==> config.mk <==
export PLATFORM = sky130hd
export DESIGN_NAME = mips_control_fsm
export DESIGN_NICKNAME = d
export VERILOG_FILES = /design/src/rtl/mips_pkg.sv /design/src/rtl/alu_decoder.sv /design/src/rtl/mips_control_fsm.sv
export SDC_FILE = /design/constraint.sdc
export NUM_CORES = 1
export LEC_CHECK = 0
export BUFFER_PORTS_ARGS = -buffer_cell sky130_fd_sc_hd__buf_2
export CAP_MARGIN = 10
export CORE_UTILIZATION = 40
export DETAILED_ROUTE_END_ITERATION = 7
export PLACE_DENSITY = 0.71
export SYNTH_ARGS = -nofsm -noshare
export SYNTH_HDL_FRONTEND = slang
export SYNTH_SLANG_ARGS = --single-unit
==> constraint.sdc <==
create_clock -name clk -period 3.5 [get_ports clk]
set_input_delay 0.175 -clock clk [delete_from_list [all_inputs] [get_ports clk]]
set_output_delay 0.175 -clock clk [all_outputs]
set_load 0.005 [all_outputs]
==> src/rtl/mips_pkg.sv <==
// Shared encodings for the multicycle MIPS control slice: opcodes, functs, ALU selects, FSM states.
// Pure declarations; no logic, no latency, no flow control.
package mips_pkg;

    localparam logic [5:0] OP_RTYPE = 6'b000000;
    localparam logic [5:0] OP_LW    = 6'b100011;
    localparam logic [5:0] OP_SW    = 6'b101011;
    localparam logic [5:0] OP_BEQ   = 6'b000100;
    localparam logic [5:0] OP_BNE   = 6'b000101;
    localparam logic [5:0] OP_ADDI  = 6'b001000;
    localparam logic [5:0] OP_J     = 6'b000010;

    localparam logic [5:0] FN_ADD  = 6'b100000;
    localparam logic [5:0] FN_SUB  = 6'b100010;
    localparam logic [5:0] FN_AND  = 6'b100100;
    localparam logic [5:0] FN_OR   = 6'b100101;
    localparam logic [5:0] FN_SLT  = 6'b101010;
    localparam logic [5:0] FN_SRLV = 6'b000110;

    localparam logic [2:0] ALU_AND  = 3'b000;
    localparam logic [2:0] ALU_OR   = 3'b001;
    localparam logic [2:0] ALU_ADD  = 3'b010;
    localparam logic [2:0] ALU_SRLV = 3'b011;
    localparam logic [2:0] ALU_SUB  = 3'b110;
    localparam logic [2:0] ALU_SLT  = 3'b111;

    // State register is kept as a plain vector so encodings stay fixed for existing tooling.
    typedef logic [3:0] state_t;

    localparam state_t S_FETCH    = 4'd0;
    localparam state_t S_DECODE   = 4'd1;
    localparam state_t S_MEMADR   = 4'd2;
    localparam state_t S_MEMREAD  = 4'd3;
    localparam state_t S_MEMWB    = 4'd4;
    localparam state_t S_MEMWRITE = 4'd5;
    localparam state_t S_EXECUTE  = 4'd6;
    localparam state_t S_ALUWB    = 4'd7;
    localparam state_t S_BRANCH   = 4'd8;
    localparam state_t S_ADDIEX   = 4'd9;
    localparam state_t S_ADDIWB   = 4'd10;
    localparam state_t S_JUMP     = 4'd11;

    typedef enum logic [1:0] {
        ALUOP_ADD   = 2'b00,
        ALUOP_SUB   = 2'b01,
        ALUOP_FUNCT = 2'b10
    } alu_op_e;

endpackage

==> src/rtl/alu_decoder.sv <==
// ALU decoder: maps (alu_op, funct) onto the 3-bit ALU select and flags unsupported functs.
// Purely combinational, zero latency; no backpressure.
module alu_decoder
    import mips_pkg::*;
(
    input  alu_op_e    alu_op,
    input  logic [5:0] funct,
    output logic [2:0] alu_sel,
    output logic       bad_funct
);

    always_comb begin
        alu_sel   = ALU_ADD;
        bad_funct = 1'b0;
        case (alu_op)
            ALUOP_SUB:   alu_sel = ALU_SUB;
            ALUOP_FUNCT: begin
                case (funct)
                    FN_ADD:  alu_sel = ALU_ADD;
                    FN_SUB:  alu_sel = ALU_SUB;
                    FN_AND:  alu_sel = ALU_AND;
                    FN_OR:   alu_sel = ALU_OR;
                    FN_SLT:  alu_sel = ALU_SLT;
                    FN_SRLV: alu_sel = ALU_SRLV;
                    default: bad_funct = 1'b1;   // select stays ADD, harmless with no writeback
                endcase
            end
            default:     alu_sel = ALU_ADD;
        endcase
    end

endmodule

==> src/rtl/mips_control_fsm.sv <==
// Multicycle MIPS main control: Moore FSM over instruction phases driving datapath selects/enables.
// Latency FETCH->FETCH: lw 5, sw/R/addi 4, beq/j 3; no backpressure. MIPS_BNE_EN adds bne support.
module mips_control_fsm
    import mips_pkg::*;
(
    input  logic       clk,
    input  logic       rst_n,
    input  logic [5:0] opcode,
    input  logic [5:0] funct,
    input  logic       zero,
    output logic [2:0] alu_sel,
    output logic       alu_src_a,
    output logic [1:0] alu_src_b,
    output logic [1:0] pc_src,
    output logic       iord,
    output logic       mem_to_reg,
    output logic       reg_dst,
    output logic       ir_write,
    output logic       mem_write,
    output logic       reg_write,
    output logic       pc_en,
    output logic       illegal
);

    state_t  state;
    state_t  state_nxt;
    alu_op_e alu_op;
    logic    bad_funct;
    logic    pc_write;
    logic    branch;
    logic    branch_take;
    logic    ir_write_s;
    logic    mem_write_s;
    logic    reg_write_s;
    logic    illegal_s;

    always_ff @(posedge clk or negedge rst_n) begin
        if (!rst_n) begin
            state <= S_FETCH;
        end else begin
            state <= state_nxt;
        end
    end

    // alu_op depends on state only, keeping the decoder out of the next-state loop.
    always_comb begin
        alu_op = ALUOP_ADD;
        if (state == S_EXECUTE) begin
            alu_op = ALUOP_FUNCT;
        end else if (state == S_BRANCH) begin
            alu_op = ALUOP_SUB;
        end
    end

    alu_decoder u_alu_decoder (
        .alu_op    (alu_op),
        .funct     (funct),
        .alu_sel   (alu_sel),
        .bad_funct (bad_funct)
    );

    always_comb begin
        state_nxt   = S_FETCH;
        alu_src_a   = 1'b0;
        alu_src_b   = 2'b00;
        pc_src      = 2'b00;
        iord        = 1'b0;
        mem_to_reg  = 1'b0;
        reg_dst     = 1'b0;
        ir_write_s  = 1'b0;
        mem_write_s = 1'b0;
        reg_write_s = 1'b0;
        pc_write    = 1'b0;
        branch      = 1'b0;
        illegal_s   = 1'b0;
        case (state)
            S_FETCH: begin
                ir_write_s = 1'b1;
                pc_write   = 1'b1;
                alu_src_b  = 2'b01;
                state_nxt  = S_DECODE;
            end
            S_DECODE: begin
                alu_src_b = 2'b11;
                case (opcode)
                    OP_LW, OP_SW: state_nxt = S_MEMADR;
                    OP_RTYPE:     state_nxt = S_EXECUTE;
                    OP_BEQ:       state_nxt = S_BRANCH;
`ifdef MIPS_BNE_EN
                    OP_BNE:       state_nxt = S_BRANCH;
`endif
                    OP_ADDI:      state_nxt = S_ADDIEX;
                    OP_J:         state_nxt = S_JUMP;
                    default:      illegal_s = 1'b1;
                endcase
            end
            S_MEMADR: begin
                alu_src_a = 1'b1;
                alu_src_b = 2'b10;
                if (opcode == OP_LW) begin
                    state_nxt = S_MEMREAD;
                end else if (opcode == OP_SW) begin
                    state_nxt = S_MEMWRITE;
                end
            end
            S_MEMREAD: begin
                iord      = 1'b1;
                state_nxt = S_MEMWB;
            end
            S_MEMWB: begin
                mem_to_reg  = 1'b1;
                reg_write_s = 1'b1;
            end
            S_MEMWRITE: begin
                iord        = 1'b1;
                mem_write_s = 1'b1;
            end
            S_EXECUTE: begin
                alu_src_a = 1'b1;
                if (bad_funct) begin
                    illegal_s = 1'b1;
                end else begin
                    state_nxt = S_ALUWB;
                end
            end
            S_ALUWB: begin
                reg_dst     = 1'b1;
                reg_write_s = 1'b1;
            end
            S_BRANCH: begin
                alu_src_a = 1'b1;
                pc_src    = 2'b01;
                branch    = 1'b1;
            end
            S_ADDIEX: begin
                alu_src_a = 1'b1;
                alu_src_b = 2'b10;
                state_nxt = S_ADDIWB;
            end
            S_ADDIWB: begin
                reg_write_s = 1'b1;
            end
            S_JUMP: begin
                pc_src   = 2'b10;
                pc_write = 1'b1;
            end
            default: state_nxt = S_FETCH;
        endcase
    end

`ifdef MIPS_BNE_EN
    logic is_bne;
    assign is_bne      = (opcode == OP_BNE);
    assign branch_take = branch & (zero ^ is_bne);
`else
    assign branch_take = branch & zero;
`endif

    // Enables are gated by rst_n directly so nothing writes once reset falls, even mid-cycle.
    assign ir_write  = ir_write_s  & rst_n;
    assign mem_write = mem_write_s & rst_n;
    assign reg_write = reg_write_s & rst_n;
    assign pc_en     = (pc_write | branch_take) & rst_n;
    assign illegal   = illegal_s   & rst_n;

endmodule
Yosys cells after proc, flatten, opt, wreduce, memory -nomap -nowiden --
Index checks and enable logic that the tools add are counted.
Operators by class: reduce and logical (&&, ||, !) cells 10, mux-type cells 25, equality and inequality tests 24, bitwise logic cells 7
Operators by type and width (number):
- == test 6 bit (second input constant) | 7
- case mux 4 bit (6 select lines) | 1
- case mux 4 bit (5 select lines) | 1
- == test 4 x 3 -> 1 bit (second input constant) | 4
- == test 4 bit (second input constant) | 4
- case mux 3 bit (5 select lines) | 1
- two-way mux 1 bit | 14
- == test 6 x 3 -> 1 bit (second input constant) | 2
- OR reduction 6 bit | 2
- two-way mux 3 bit | 3
- == test 4 x 2 -> 1 bit (second input constant) | 2
- OR reduction 2 bit | 4
- bitwise AND 1 bit | 6
- == test 6 x 2 -> 1 bit (second input constant) | 1
- == test 6 x 4 -> 1 bit (second input constant) | 1
- zero test 6 bit | 1
- case mux 2 bit (3 select lines) | 1
- case mux 3 bit (2 select lines) | 1
- == test 4 x 1 -> 1 bit (second input constant) | 1
- zero test 4 bit | 1
- case mux 2 bit (2 select lines) | 1
- OR reduction 4 bit | 1
- OR reduction 3 bit | 1
- == test 2 x 1 -> 1 bit (second input constant) | 1
- other kinds (4) | 4
Word-level totals: word-level logic and storage cells 67, input bits 15, register bits 4, output and inout port bits 16

Logic depth before layout (Yosys ltp) --
Gate-level depths: netlist of the first run.
depth in word-level cells 8, mapped depth 5, depth with buffers taken out 4

Cells and area by module --
Synthesis of the first run repeated with hierarchy kept, for this count alone.
Second synthesis, totals: cell total of the unflattened synthesis 93, area, all modules 678.2 um^2
Modules (own cells, without submodules):
- mips_control_fsm | area each 521.8 um^2, times used 1, cells each 70, sequential area each 100.1 um^2
- alu_decoder | area each 156.4 um^2, times used 1, cells each 23, sequential area each 0.0 um^2

Worst setup path before layout of the first run --
OpenSTA, ideal clock, no wires.
kind register to output, from register state[2], to output illegal, arrival 1292 ps, required time 3325 ps, slack 2033 ps, path buffers 1, stages on the path, launching flop included 6, path through dfrtp_1 > buf_2 > nor2_1 > nand2_1 > or4_1 > o21bai_1
On the way: word-level cells in the longest chain between the ends 8, elaborated cells between the ends (all ways) 10, those cells by class eq/ne: 4; mux: 5; bitwise: 1
RTL lines:
- from (decl) | line mips_control_fsm.sv:25 | state_t state;
- from (signal assigned) | line mips_control_fsm.sv:41 | state <= state_nxt;
- == test 4 bit | line mips_control_fsm.sv:50 | end else if (state == S_BRANCH) begin
- two-way mux 1 bit | line mips_control_fsm.sv:50
- two-way mux 2 bit | line mips_control_fsm.sv:48 | if (state == S_EXECUTE) begin
- == test 2 bit | line alu_decoder.sv:15 | case (alu_op)
- two-way mux 1 bit | line alu_decoder.sv:15
- two-way mux 1 bit | line mips_control_fsm.sv:120 | if (bad_funct) begin
- case mux 1 bit (2 select lines) (*) | line mips_control_fsm.sv:76 | case (state)
- bitwise AND 1 bit (*) | line mips_control_fsm.sv:164 | assign illegal = illegal_s & rst_n;
- to (decl) | line mips_control_fsm.sv:22 | output logic illegal
Every way passes the cells marked *; elsewhere a longest branch is shown, timed or not.

Worst setup path after layout of the first run --
from register state[1], to output alu_sel[0]
On the way: word-level cells in the longest chain between the ends 5, elaborated cells between the ends (all ways) 7, those cells by class eq/ne: 4; mux: 3
RTL lines:
- == test 4 bit | line mips_control_fsm.sv:50
- two-way mux 1 bit | line mips_control_fsm.sv:50
- two-way mux 2 bit (*) | line mips_control_fsm.sv:48
- == test 2 bit / == test 2 x 1 -> 1 bit (equally long branches) | line alu_decoder.sv:15
- case mux 3 bit (2 select lines) (*) | line alu_decoder.sv:15
- to (decl) | line mips_control_fsm.sv:11 | output logic [2:0] alu_sel,
Marked as above.

==> out/qor.txt, run 1 <==
drt initial violations: 10
die width: 42.3 um
Mapped Nets: 104
reg2reg end: state[1]
Reg with most FFs: state
gpl congestion: 0.919
worst-skew pair later-pin latency: 0.23 ns
crit path from: state[1]
critical path depth: 4
CTS Root Cell: clkbuf_4
CTS buffer count: 3
final setup fails: 0
core area: 1510 um^2
setup tns final: 0 ns
first-pass GRT wire length: 2770 um
Worst setup endpoint: alu_sel[0]
full die area: 1790 um^2
Synth Cell Area: 648 um^2
Final Cycle Share: 0.588
total length of routed wires: 1660 um
n_diodes: 0
Sink Count: 4
initial antenna violation count: 0
FFs w/ async S/R, synth: 1.00
Final Skew: 0.000203 ns
Worst Reg-to-Reg Cells: 4
Mean Syn Cell Area: 7.28 um^2
crit path capture type: output port
vias: 774
critical path, cell by cell: or3b_4 -> nor3b_4 -> a21boi_2 -> buf_2
Port Buffers: 30
clock period minus worst slack: 2.06 ns
placed cell areas: 801 um^2
count of different cell masters after synthesis: 41
CP Max Fanout: 16
status: finished clean
Post-CTS Setup Bufs: 0
Final Worst Setup Slack: 1.44 ns
vias per inst: 5.73
final net count: 136
Final ANT Viol Nets: 0
power per cell area: 346 nW/um^2
Fin. Hold Viols: 0
layout overhead on the synthesized area: 28.6%
synthesized instance count: 89
Seq cells post-synth: 4
Largest register FFs: 4
commonest non-fill, non-tap cells in the layout: 30 x buf_2, 10 x nor2_1, 8 x nor3_1, 8 x nand2_1, 8 x nand2b_1
WHS: 0.308 ns
Slew HR: 0.683
Seq pwr share: 0.308
grt ovf: 0
Placed Cells: 131
TritonCTS clock tree: done
slew at the pin closest to its max-slew limit: 0.475 ns
Total GRT Usage: 0.204
Final Max Tran Viols: 0
Max Buffers Root-to-Sink: 2
number of synthesized flops with an enable pin: 0
worst slack, placed: 1.68 ns
Die Span Y: 42.3 um
Sw Ratio: 0.418
worst hold path type: in -> async
combinational share of power: 0.503
num rows: 14
sequential fraction of the synthesis area: 0.154
Max Clk Rate: 0.486 GHz
Initial Util: 0.430
max_cap viols: 0
CP max stage cell: dfrtp_1
critical path class: reg -> out
most common flop cell mapped by yosys: dfrtp_1
DRT Pass-1 Iters: 4
Sw Pwr: 0.121 mW
final core occ: 0.553
Avg WL per Cell: 12.3 um
CP Data Required Time: 3.32 ns
Filler cells: 154
Peak VDD IR: 0.336 mV
I/O pin total: 31
Arrival @ worst endpoint: 1.88 ns
CP bufs+invs: 1
layout cells sized above 1: 0.345
commonest non-fill, non-tap cell in the layout: buf_2
Crit path largest cell delay: 0.63 ns
Reg-to-Reg Start: state[1]
flop2flop setup slack: 1.83 ns
Final Non-Filler Cells: 135
Total Power: 0.289 mW
DP Wirelength: 1300 um
clock network fraction of total power: 0.189
RSZ-0062 raised after global routing: no
Regs by FF count: state x4
vias in the first global route: 666
largest net degree at the start of global routing: 17
DRC viols: 0
Internal: 0.168 mW
crit start category: flop
delay-heaviest family, CP: simple AND/OR/NAND/NOR gates
clock slew at reported path FFs: 0.03 ns
Finished Cell Area: 833 um^2
H-tree depth: 1
P_leak: 0.384 nW
Synth warnings: 0
==> synth_stat cells, types with 2 or more instances <==
cell / number / share of area
o31ai_1: 2 / 0.023
nor3b_1: 2 / 0.023
nand3_1: 3 / 0.023
nand2b_1: 8 / 0.077
buf_2: 2 / 0.015
nor2_1: 10 / 0.058
nor4_1: 2 / 0.019
o211ai_1: 2 / 0.023
mux2_1: 2 / 0.035
o21ai_0: 4 / 0.031
xor2_1: 2 / 0.027
nor3_1: 8 / 0.062
dfrtp_1: 4 / 0.15
inv_1: 3 / 0.017
nand2_1: 8 / 0.046
a21oi_1: 2 / 0.015
==> logic make-up after synthesis <==
| kind of cell | Yosys count | synth area share |
|---|---|---|
| multiplexers | 3 | 0.0521 |
| XOR/XNOR | 3 | 0.0405 |
| AO/OA/AOI/OAI | 23 | 0.272 |
| flip-flops | 4 | 0.154 |
| AND/OR/NAND/NOR | 49 | 0.436 |
| buffers and inverters | 7 | 0.0444 |
==> layout make-up <==
cell class	count	area, um^2	share of cell area
Timing Repair Buffer	31	160	0.192
Sequential cell	4	100	0.120
Inverter	3	11.3	0.0135
Tap cell	16	20.0	0.0240
Clock buffer	3	22.5	0.0270
Multi-Input combinational cell	78	519	0.623
==> repair_timing <==
| action | in CTS | in global routing |
|---|---|---|
| endpoints found under the setup margin | 0 | 0 |
| hold buffers | 1 | 0 |
| hold endpoints to repair | 4 | 0 |
| gates resized for setup | 0 | 0 |
==> how the worst min path moves through the flow <==
stage / slack (ns) / endpoint / startpoint
floorplan: -0.12 / state[0] / rst_n
global placement: 0.01 / state[2] / rst_n
detailed placement: 0.01 / state[3] / rst_n
CTS: 0.30 / state[3] / rst_n
global route: 0.32 / state[3] / rst_n
finish: 0.31 / state[3] / rst_n
==> worst reg2reg max path, cell delays in order (launching register included) <==
cell	delay [ns]
dfrtp_1	0.63
or3b_4	0.47
nor3b_4	0.26
o21ai_2	0.12
o211ai_1	0.11
==> routing by layer <==
metal  share of wire  GRT usage
met3           0.044     0.0302
met1            0.42      0.257
met2            0.53      0.342
met4               0     0.0938
met5               0          0
==> power groups by stage <==
stage               Clock [mW]  Combinational (mW)  Sequential, mW
floorplan                    0               0.112          0.0653
global placement             0               0.144          0.0886
detailed placement           0               0.144          0.0887
CTS                     0.0591               0.146          0.0880
global route            0.0625               0.164          0.0936
finish                  0.0546               0.145          0.0889
Power figures use the tool's default switching activity.
==> run 2, diff against run 1 <==
Clock period 3.5 ns to 2.05 ns, I/O delays scaled along.
==> run 2 against run 1 <==
Net effect:
- critical path depth did not move
- total power rose by 74%
- hold slack got worse by 0.060 ns
- clock-buffer cell count did not move
- non-clock buffer count rose by 1
- routed wire length rose by 2.4%
- sequential share of layout area fell by 0.11 points
- via count rose by 1.7%
- clock skew rose by 0.0037 ns
- sequential power rose by 64%
- clock power rose by 75%
- core utilization rose by 0.50 points
- critical endpoint unchanged
- highest routed layer unchanged
==> out/qor.txt, run 2 (synthesis results as in run 1) <==
status: finished clean
CP Max Fanout: 13
Final Cycle Share: 0.922
Total Power: 0.502 mW
final core occ: 0.558
Final Skew: 0.00395 ns
DRT Pass-1 Iters: 4
DRC viols: 0
Reg with most FFs: state
Fin. Hold Viols: 0
core area: 1510 um^2
n_diodes: 0
final setup fails: 0
CTS buffer count: 3
commonest non-fill, non-tap cells in the layout: 30 x buf_2, 10 x nor2_1, 8 x nor3_1, 8 x nand2_1, 8 x nand2b_1
num rows: 14
RSZ-0062 raised after global routing: no
drt initial violations: 3
Final Non-Filler Cells: 136
clock period minus worst slack: 1.89 ns
Sink Count: 4
Filler cells: 159
CTS Root Cell: clkbuf_4
critical path class: reg -> out
Largest register FFs: 4
Final Max Tran Viols: 0
post-cts sizing count: 0
Final Worst Setup Slack: 0.159 ns
Initial Util: 0.430
Finished Cell Area: 841 um^2
worst hold path type: in -> async
Arrival @ worst endpoint: 1.79 ns
setup tns final: 0 ns
Die Span Y: 42.3 um
WHS: 0.248 ns
crit start category: flop
gpl congestion: 0.861
Post-CTS Setup Bufs: 0
vias in the first global route: 694
worst-skew pair later-pin latency: 0.23 ns
vias per inst: 5.79
final net count: 137
Final ANT Viol Nets: 0
clock slew at reported path FFs: 0.04 ns
CP Data Required Time: 1.95 ns
Peak VDD IR: 0.550 mV
first-pass GRT wire length: 2830 um
vias: 787
placed cell areas: 808 um^2
Regs by FF count: state x4
worst slack, placed: 0.394 ns
initial antenna violation count: 0
I/O pin total: 31
Slew HR: 0.739
Total GRT Usage: 0.207
largest net degree at the start of global routing: 14
power per cell area: 597 nW/um^2
commonest non-fill, non-tap cell in the layout: buf_2
H-tree depth: 1
layout overhead on the synthesized area: 29.7%
Max Buffers Root-to-Sink: 2
Placed Cells: 132
Max Clk Rate: 0.529 GHz
full die area: 1790 um^2
grt ovf: 0
DP Wirelength: 1320 um
TritonCTS clock tree: done
crit path capture type: output port
layout cells sized above 1: 0.350
Port Buffers: 30
die width: 42.3 um
P_leak: 0.389 nW
slew at the pin closest to its max-slew limit: 0.391 ns
Avg WL per Cell: 12.5 um
CTS Hold Bufs: 1
total length of routed wires: 1700 um
max_cap viols: 0
[run 2: changes by cell type in the layout (fill, tap and decap cells not counted)]
cell,previous run,this run
buf_4,0,1
[run 2: layer usage]
layer,routed length [um],up-vias,GRT usage
met4,0,0,0.0750
met1,747,374,0.260
met3,46,0,0.0259
met2,903,17,0.360
li1,-,396,-
met5,0,-,0
[run 2: path summary, 6_finish.rpt]
path / slack [ns] / cells after the start / end / startpoint
worst max-delay path: 0.16 / 4 / alu_sel[0] / state[0]
worst min-delay path: 0.25 / 2 / state[1] / rst_n
worst max register to register: 0.48 / 4 / state[1] / state[0]
worst min register to register: 0.69 / 2 / state[3] / state[3]
max in group asynchronous: 1.64 / 2 / state[0] / rst_n
min in group clk: 0.25 / 4 / state[1] / opcode[5]
[run 2: cell type report]
class | instances | area, um^2 | share of cell area
timing repair buffer | 32 | 168 | 0.199
tap | 16 | 20.0 | 0.0238
clock buffer | 3 | 22.5 | 0.0268
multi-input combinational | 78 | 519 | 0.618
sequential | 4 | 100 | 0.119
inverter | 3 | 11.3 | 0.0134
[run 2: where the power goes]
part           leakage, nW  internal [mW]  total [mW]  switching, mW
clock               0.0138         0.0653      0.0953         0.0299
combinational        0.322          0.129       0.261          0.132
sequential          0.0532         0.0959       0.146         0.0502
total                0.389          0.290       0.502          0.212
[run 2: critical path: stages, from the launching register on]
cell and delay [ns]:
dfrtp_1 0.51, or3b_4 0.49, nor3b_4 0.27, a21boi_2 0.18, buf_2 0.11
==> run 3, diff against run 2 <==
Settings changed: CORE_UTILIZATION 40 to 45, PLACE_DENSITY 0.71 to 0.78.
==> run 3 against run 2 <==
Net effect:
- largest power group unchanged
- cell area fell by 0.15%
- critical path depth did not move
- sequential share of layout area hardly changed
- first-iteration DRC count grew to 8.0 times the previous value
- routed wire length increased by 1.8%
- highest routed layer is now met4
- clock power fell by 2%
- final cell count fell by 0.74%
==> out/qor.txt, run 3 (synthesis results as in run 1) <==
Post-CTS Setup Bufs: 0
Final ANT Viol Nets: 0
placed cell areas: 807 um^2
Max Clk Rate: 0.533 GHz
RSZ-0062 raised after global routing: no
Sink Count: 4
final net count: 137
critical path, cell by cell: or3b_4 -> nor3b_4 -> a21boi_2 -> buf_2
largest net degree at the start of global routing: 14
first-pass GRT wire length: 2660 um
Total GRT Usage: 0.252
WHS: 0.233 ns
num rows: 13
Die Span Y: 40.0 um
Worst Reg-to-Reg Cells: 4
Crit path largest cell delay: 0.50 ns
layout overhead on the synthesized area: 29.5%
initial antenna violation count: 0
Fin. Hold Viols: 0
critical path class: reg -> out
Reg-to-Reg Start: state[0]
power per cell area: 595 nW/um^2
Final Cycle Share: 0.916
CTS Root Cell: clkbuf_4
Arrival @ worst endpoint: 1.78 ns
DRT Pass-1 Iters: 4
crit start category: flop
clock slew at reported path FFs: 0.03 ns
grt ovf: 0
die width: 40.0 um
Port Buffers: 30
final setup fails: 0
reg2reg end: state[1]
commonest non-fill, non-tap cells in the layout: 30 x buf_2, 10 x nor2_1, 8 x nor3_1, 8 x nand2_1, 8 x nand2b_1
clock period minus worst slack: 1.88 ns
Avg WL per Cell: 12.8 um
CTS buffer count: 3
layout cells sized above 1: 0.350
slew at the pin closest to its max-slew limit: 0.379 ns
Largest register FFs: 4
Total Power: 0.500 mW
gpl congestion: 0.958
Final Max Tran Viols: 0
total length of routed wires: 1730 um
worst hold path type: in -> async
CP max stage cell: dfrtp_1
CP Max Fanout: 13
Peak VDD IR: 0.605 mV
Finished Cell Area: 840 um^2
I/O pin total: 31
DRC viols: 0
worst-skew pair later-pin latency: 0.23 ns
flop2flop setup slack: 0.50 ns
Slew HR: 0.747
Initial Util: 0.492
Final Skew: 0.0000832 ns
TritonCTS clock tree: done
max_cap viols: 0
status: finished clean
vias per inst: 5.81
full die area: 1600 um^2
crit path capture type: output port
commonest non-fill, non-tap cell in the layout: buf_2
Regs by FF count: state x4
post-cts sizing count: 0
drt initial violations: 24
P_leak: 0.389 nW
Max Buffers Root-to-Sink: 2
core area: 1320 um^2
CP Data Required Time: 1.95 ns
vias in the first global route: 646
setup tns final: 0 ns
H-tree depth: 1
n_diodes: 0
vias: 784
DP Wirelength: 1340 um
Reg with most FFs: state
==> run 3: critical path: cells and delay by family (launching register included) <==
kind                   cells  cell delay [ns]
AOI/OAI and AO/OA          1             0.18
buffers and inverters      1             0.11
DFF                        1             0.50
and+or+nand+nor            2             0.74
==> run 3: per-stage QoR <==
stage,util,cells,worst slack [ns]
4_1_cts,0.637,135,0.158
3_5_place_dp,0.613,131,0.414
5_1_grt,0.637,135,0.0388
6_report,0.637,135,0.172
2_1_floorplan,-,89,0.656
3_3_place_gp,0.613,131,0.444
==> run 3: repair_timing <==
| action | in CTS | in global routing |
|---|---|---|
| endpoints found under the hold margin | 4 | 0 |
| hold buffers | 1 | 0 |
| setup endpoints to repair | 0 | 0 |
==> run 3: power breakdown <==
part / internal [mW] / total (mW) / leakage, nW / switching (mW)
clock: 0.0652 / 0.0938 / 0.0138 / 0.0286
sequential: 0.0959 / 0.147 / 0.0532 / 0.0507
combinational: 0.129 / 0.259 / 0.322 / 0.131
total: 0.290 / 0.500 / 0.389 / 0.210
==> run 3: metal layers <==
metal	global-route usage	wire, um
met5	0	0
met4	0.121	4
met3	0.0389	64
met2	0.472	913
met1	0.271	747
==> run 3: worst max path at each step <==
stage	from	end
finish	state[0]	alu_sel[0]
global route	state[0]	illegal
CTS	state[0]	illegal
detailed placement	state[0]	alu_sel[0]
global placement	state[0]	alu_sel[0]
floorplan	state[2]	illegal
==> run 3: area by class of cell <==
type	instances	area [um^2]
clock buffer	3	22.5
fill	125	478
inverter	3	11.3
multi-input combinational	78	519
sequential	4	100
tap	15	18.8
timing repair buffer	32	168
